## src/rtl/q_table_updater.sv

```systemverilog
// q_table_updater: Q-table row store with a 4-state temporal-difference update engine.
// Rev 1.0 - initial release.
`default_nettype none

module q_table_updater #(
  parameter int NUM_STATES  = 16,
  parameter int STATE_W     = 4,
  parameter int Q_W         = 16,
  parameter int ALPHA_SHIFT = 1,
  parameter int GAMMA_SHIFT = 3
) (
  input  logic               clk,
  input  logic               rst_n,
  input  logic [STATE_W-1:0] rd_state,
  output logic [4*Q_W-1:0]   q_values,
  input  logic               upd_valid,
  output logic               upd_ready,
  input  logic [STATE_W-1:0] upd_state,
  input  logic [3:0]         upd_action,
  input  logic [STATE_W-1:0] upd_next,
  input  logic [Q_W-1:0]     upd_reward,
  output logic               upd_done
);

  localparam int EXT_W = Q_W + 3;
  localparam logic [STATE_W:0]        c_NUM_STATES = NUM_STATES[STATE_W:0];
  localparam logic signed [EXT_W-1:0] c_QMAX = EXT_W'((2 ** (Q_W - 1)) - 1);
  localparam logic signed [EXT_W-1:0] c_QMIN = -EXT_W'(2 ** (Q_W - 1));

  typedef enum logic [1:0] {
    S_IDLE  = 2'd0,
    S_MAXQ  = 2'd1,
    S_CALC  = 2'd2,
    S_WRITE = 2'd3
  } state_t;

  state_t                    r_state;
  logic signed [Q_W-1:0]     r_table [NUM_STATES][4];
  logic [STATE_W-1:0]        r_s;
  logic [3:0]                r_a;
  logic [STATE_W-1:0]        r_sn;
  logic signed [Q_W-1:0]     r_r;
  logic signed [Q_W-1:0]     r_maxq;
  logic signed [Q_W-1:0]     r_qcur;
  logic signed [Q_W-1:0]     r_qnew;
  logic [1:0]                r_lane;
  logic [4*Q_W-1:0]          r_q_values;
  logic                      r_done;

  logic                      w_skip;
  logic                      w_rd_ok;
  logic                      w_sn_ok;
  logic [1:0]                w_lane;
  logic signed [Q_W-1:0]     w_maxq;
  logic signed [EXT_W-1:0]   w_r_x;
  logic signed [EXT_W-1:0]   w_maxq_x;
  logic signed [EXT_W-1:0]   w_qcur_x;
  logic signed [EXT_W-1:0]   w_target;
  logic signed [EXT_W-1:0]   w_delta;
  logic signed [EXT_W-1:0]   w_qnew_x;
  logic signed [Q_W-1:0]     w_qsat;

  assign upd_ready = (r_state == S_IDLE);
  assign q_values  = r_q_values;
  assign upd_done  = r_done;

  assign w_rd_ok = ({1'b0, rd_state} < c_NUM_STATES);
  assign w_sn_ok = ({1'b0, r_sn} < c_NUM_STATES);
  assign w_skip  = (r_a == 4'd0) || ({1'b0, r_s} >= c_NUM_STATES);

  // A multi-hot action resolves to its lowest set bit.
  always_comb begin
    w_lane = 2'd0;
    if (r_a[0])      w_lane = 2'd0;
    else if (r_a[1]) w_lane = 2'd1;
    else if (r_a[2]) w_lane = 2'd2;
    else if (r_a[3]) w_lane = 2'd3;
  end

  always_comb begin
    w_maxq = '0;
    if (w_sn_ok) begin
      w_maxq = r_table[r_sn][0];
      for (int i = 1; i < 4; i++) begin
        if (r_table[r_sn][i] > w_maxq) w_maxq = r_table[r_sn][i];
      end
    end
  end

  // gamma*maxq is formed as maxq - maxq/2^G; the 3 guard bits keep every term exact.
  assign w_r_x    = {{3{r_r[Q_W-1]}}, r_r};
  assign w_maxq_x = {{3{r_maxq[Q_W-1]}}, r_maxq};
  assign w_qcur_x = {{3{r_qcur[Q_W-1]}}, r_qcur};
  assign w_target = w_r_x + w_maxq_x - (w_maxq_x >>> GAMMA_SHIFT);
  assign w_delta  = w_target - w_qcur_x;
  assign w_qnew_x = w_qcur_x + (w_delta >>> ALPHA_SHIFT);

  always_comb begin
    w_qsat = w_qnew_x[Q_W-1:0];
    if (w_qnew_x > c_QMAX)      w_qsat = c_QMAX[Q_W-1:0];
    else if (w_qnew_x < c_QMIN) w_qsat = c_QMIN[Q_W-1:0];
  end

  always_ff @(posedge clk or negedge rst_n) begin
    if (!rst_n) begin
      r_state    <= S_IDLE;
      r_s        <= '0;
      r_a        <= '0;
      r_sn       <= '0;
      r_r        <= '0;
      r_maxq     <= '0;
      r_qcur     <= '0;
      r_qnew     <= '0;
      r_lane     <= '0;
      r_q_values <= '0;
      r_done     <= 1'b0;
      for (int s = 0; s < NUM_STATES; s++) begin
        for (int a = 0; a < 4; a++) begin
          r_table[s][a] <= '0;
        end
      end
    end else begin
      // Non-blocking read gives read-before-write against a same-edge table update.
      if (w_rd_ok) begin
        r_q_values <= {r_table[rd_state][3], r_table[rd_state][2],
                       r_table[rd_state][1], r_table[rd_state][0]};
      end else begin
        r_q_values <= '0;
      end
      r_done <= 1'b0;

      case (r_state)
        S_IDLE: begin
          if (upd_valid) begin
            r_s     <= upd_state;
            r_a     <= upd_action;
            r_sn    <= upd_next;
            r_r     <= upd_reward;
            r_state <= S_MAXQ;
          end
        end
        S_MAXQ: begin
          r_maxq <= w_maxq;
          r_lane <= w_lane;
          r_qcur <= w_skip ? '0 : r_table[r_s][w_lane];
          r_state <= S_CALC;
        end
        S_CALC: begin
          r_qnew  <= w_qsat;
          r_state <= S_WRITE;
        end
        S_WRITE: begin
          if (!w_skip) r_table[r_s][r_lane] <= r_qnew;
          r_done  <= 1'b1;
          r_state <= S_IDLE;
        end
        default: r_state <= S_IDLE;
      endcase
    end
  end

endmodule

`default_nettype wire

```

## config.mk

```make
export PLATFORM = sky130hd
export DESIGN_NAME = q_table_updater
export DESIGN_NICKNAME = d
export VERILOG_FILES = /design/src/rtl/q_table_updater.sv
export SDC_FILE = /design/constraint.sdc
export NUM_CORES = 2
export LEC_CHECK = 0
export CAP_MARGIN = 20
export CORE_ASPECT_RATIO = 0.75
export CORE_MARGIN = 3
export CORE_UTILIZATION = 60
export CTS_CLUSTER_SIZE = 14
export DETAILED_ROUTE_END_ITERATION = 8
export DONT_BUFFER_PORTS = 1
export PLACE_DENSITY_LB_ADDON = 0.1
export SLEW_MARGIN = 10
export SYNTH_ARGS = -nofsm -noshare
export SYNTH_HDL_FRONTEND = slang
export SYNTH_SLANG_ARGS = --single-unit
```

## constraint.sdc

```tcl
create_clock -name clk -period 12 [get_ports clk]
set_clock_uncertainty 0.2 [all_clocks]
set_input_delay 0.6 -clock clk [delete_from_list [all_inputs] [get_ports clk]]
set_output_delay 0.6 -clock clk [all_outputs]
set_load 0.03 [all_outputs]
```

==> results.sh <==
export IMPL_path_class="reg2reg"
export IMPL_cts_htree_levels=3
export IMPL_initial_core_util_pct=61.1
export IMPL_critPathMaxStageDelay_ns=0.81
export IMPL_fin_cells=5915
export IMPL_reg2reg_from="r_sn[0]$_DFFE_PN0P_"
export IMPL_maxCapViolCount=0
export IMPL_die_area_sq_um=121000
export IMPL_dp_slack_ns=1.63
export IMPL_status="completed"
export IMPL_min_period_over_period_pct=87.8
export IMPL_pin_count=101
export IMPL_met1_usage_pct=53.0
export IMPL_die_x_um=401
export IMPL_cp_end_kind="flip-flop"
export IMPL_ys_seq_area_share_pct=41.8
export IMPL_gp_congestion=0.924
export IMPL_final_hold_viol_count=0
export IMPL_timing_setup_tns_ns=0
export IMPL_hold_ws_ns=0.122
export IMPL_p_leak_nw=33.1
export IMPL_crit_path_top_delay_cell="dfrtp_4"
export IMPL_overflow=0
export IMPL_placedCellCount=5642
export IMPL_slew_viol_final=0
export IMPL_cts_tree="yes"
export IMPL_min_path_type="in2reg"
export IMPL_worst_path_buf_inv=3
export IMPL_antenna_left=0
export IMPL_start_kind="flip-flop"
export IMPL_die_h_um=302
export IMPL_hpwl_um=126000
export IMPL_gr_usage_met2_pct=52.1
export IMPL_slew_headroom_pct=24.0
export IMPL_p_per_area_nw_per_um2=301
export IMPL_final_core_util_pct=66.5
export IMPL_via_per_inst=7.49
export IMPL_use_met3_pct=10.2
export IMPL_grt_pass1_wl_um=315000
export IMPL_syn_cell_area_sq_um=70100
export IMPL_drt_iter0_drc=5213
export IMPL_cts_buffers=117
export IMPL_cp_max_fo=40
export IMPL_cts_resized_gates=0
export IMPL_synth_edf_count=0
export IMPL_postLayoutSetupSlackWorst_ns=1.46
export IMPL_finalSetupViolCount=0
export IMPL_busiest_layer="met1"
export IMPL_finalWirelength_um=211000
export IMPL_synth_nets=4579
export IMPL_clockBufferDepth=3
export IMPL_synth_cells=4425
export IMPL_grtUsageTotal_pct=35.8
export IMPL_routedWlPerCell_um=35.7
export IMPL_cts_clk_slew_worst_paths_ns=0.07
export IMPL_vias=44300
export IMPL_fmaxAchievable_mhz=94.9
export IMPL_cts_sinks=1169
export IMPL_antenna_found_initial=5
export IMPL_worstPathRequired_ns=12.44
export IMPL_ys_seq_elements=1169
export IMPL_synthArstFlopShare_pct=100
export IMPL_yosysWarnings=0
export IMPL_startpoint="r_sn[0]$_DFFE_PN0P_"
export IMPL_grt_max_degree=257
export IMPL_rows=107
export IMPL_hp_start="upd_valid"
export IMPL_core_area_sq_um=115000
export IMPL_irDropWorstVdd_mv=0.577
export IMPL_portBuffers=0
export IMPL_cpLargestDelayFamily="simple AND/OR/NAND/NOR gates"
export IMPL_synth_cell_type_count=74
export IMPL_syn_avg_cell_area_sq_um=15.8
export IMPL_clk_latency_ns=0.75
export IMPL_num_nets_final=4438
export IMPL_root_buffer="clkbuf_16"
export IMPL_drive_gt1_share_pct=55.5
export IMPL_dr_pass1_iters=7
export IMPL_period_needed_ns=10.54
export IMPL_cp_data_arrival_time_ns=10.98
export IMPL_grt_setup_unrepaired="false"
export IMPL_drc=0
export IMPL_grt_pass1_vias=44100
export IMPL_synth_top_flop_cell="dfrtp_1"
export IMPL_area_growth_synth_to_final_pct=8.84
export IMPL_worst_slew_pin_slew_ns=1.14
## worst paths after layout
| check | end | slack, ns | cells after the start |
|---|---|---|---|
| worst max-delay path | r_maxq[1]$_DFFE_PN0N_ | 1.46 | 32 |
| worst min-delay path | r_a[3]$_DFFE_PN0P_ | 0.12 | 2 |
| worst max register to register | r_maxq[1]$_DFFE_PN0N_ | 1.46 | 32 |
| worst min register to register | r_table[399]$_DFFE_PN0P_ | 0.33 | 2 |
| max in group asynchronous | r_table[598]$_DFFE_PN0P_ | 7.32 | 6 |
| min in group asynchronous | q_values[17]$_DFF_PN0_ | 0.50 | 2 |
## cells in the mapped netlist, types with 9 or more instances
master | instances | area [sq um]
clkbuf_1 | 282 | 1060
nor3_1 | 14 | 70.1
a211oi_1 | 10 | 75.1
a21o_1 | 19 | 143
o221ai_2 | 9 | 135
ha_1 | 86 | 1080
o21ai_0 | 54 | 270
o221ai_1 | 9 | 78.8
dfrtp_1 | 1169 | 29300
mux4_2 | 947 | 21300
nor2b_1 | 17 | 106
mux2i_1 | 33 | 330
inv_1 | 96 | 360
nand2_1 | 69 | 259
nor2_1 | 101 | 379
mux2_2 | 1054 | 11900
buf_1 | 67 | 251
fa_1 | 33 | 661
xnor2_1 | 20 | 175
nand4_1 | 10 | 62.6
nand3_1 | 53 | 265
buf_2 | 78 | 390
o22ai_1 | 18 | 113
a22oi_1 | 9 | 67.6
a21oi_1 | 45 | 225
nand2b_1 | 9 | 56.3
## timing repair
action / in CTS / in global routing
hold endpoints to repair: 271 / 0
buffers inserted: 0 / 0
hold buffers: 41 / 0
setup endpoints to repair: 0 / 0
## registers in the layout (all words and copies together), names as in the netlist
name / cells
r_a: 4
q_values: 64
r_maxq: 16
r_sn: 4
r_qcur: 16
r_qnew: 16
r_r: 16
r_table: 1024
upd_done: 1
r_s: 4
r_lane: 2
r_state: 2
## report_power, final
part / internal [mW] / total (mW) / switching, mW
Combinational: 5.85 / 12.2 / 6.37
Sequential: 5.13 / 6.78 / 1.65
Clock: 2.28 / 3.95 / 1.68
## metal layers
layer,up-vias,wire [um]
li1,17400,-
met1,24000,85600
met2,2521,94900
met3,390,23700
met4,2,7120
met5,-,16
## stage by stage
step,power [mW],area [sq um]
after floorplan,15.6,70100
after global placement,18.5,71500
after detailed placement,18.7,71500
after CTS,22.8,76100
after global routing,24.2,76300
final,22.9,76300
## cells by family after synthesis
kind of cell / count (synthesis) / synth area share (%)
mux: 2035 / 47.9
flops: 1169 / 41.8
compound gates: 241 / 2.41
simple gates: 305 / 2.08
fa+ha+maj: 119 / 2.48
buf+inv: 529 / 3.05
xor+xnor: 27 / 0.338
## area by class of cell
class,count,area [sq um]
fillers,7911,38500
inverters,97,364
clock buffers,164,3400
multi-input cells,2727,38800
repair buffers,172,1770
well taps,1526,1910
flip-flops and latches,1169,29300
diodes,3,7.51
clock inverters,57,696
## cells in the final DEF, fill, tap and decap left out, types with 10 or more instances in the layout
cell type,count
dfrtp_1,1149
mux2_2,1054
mux4_2,947
clkbuf_16,119
buf_4,112
inv_1,96
ha_1,85
nand2_1,68
o21ai_0,54
nand3_1,53
nor2_1,51
nor2_2,49
a21oi_1,45
dlygate4sd3_1,35
mux2i_1,33
fa_1,33
clkbuf_8,25
clkinv_2,23
xnor2_1,20
clkbuf_1,20
a21o_1,19
o22ai_1,18
nor2b_1,16
buf_12,15
nor3_1,14
bufinv_16,14
clkinvlp_4,12
dfrtp_2,12
a211oi_1,10
nand4_1,10
buf_16,10
No activity file was read; power rests on OpenSTA's default activity.
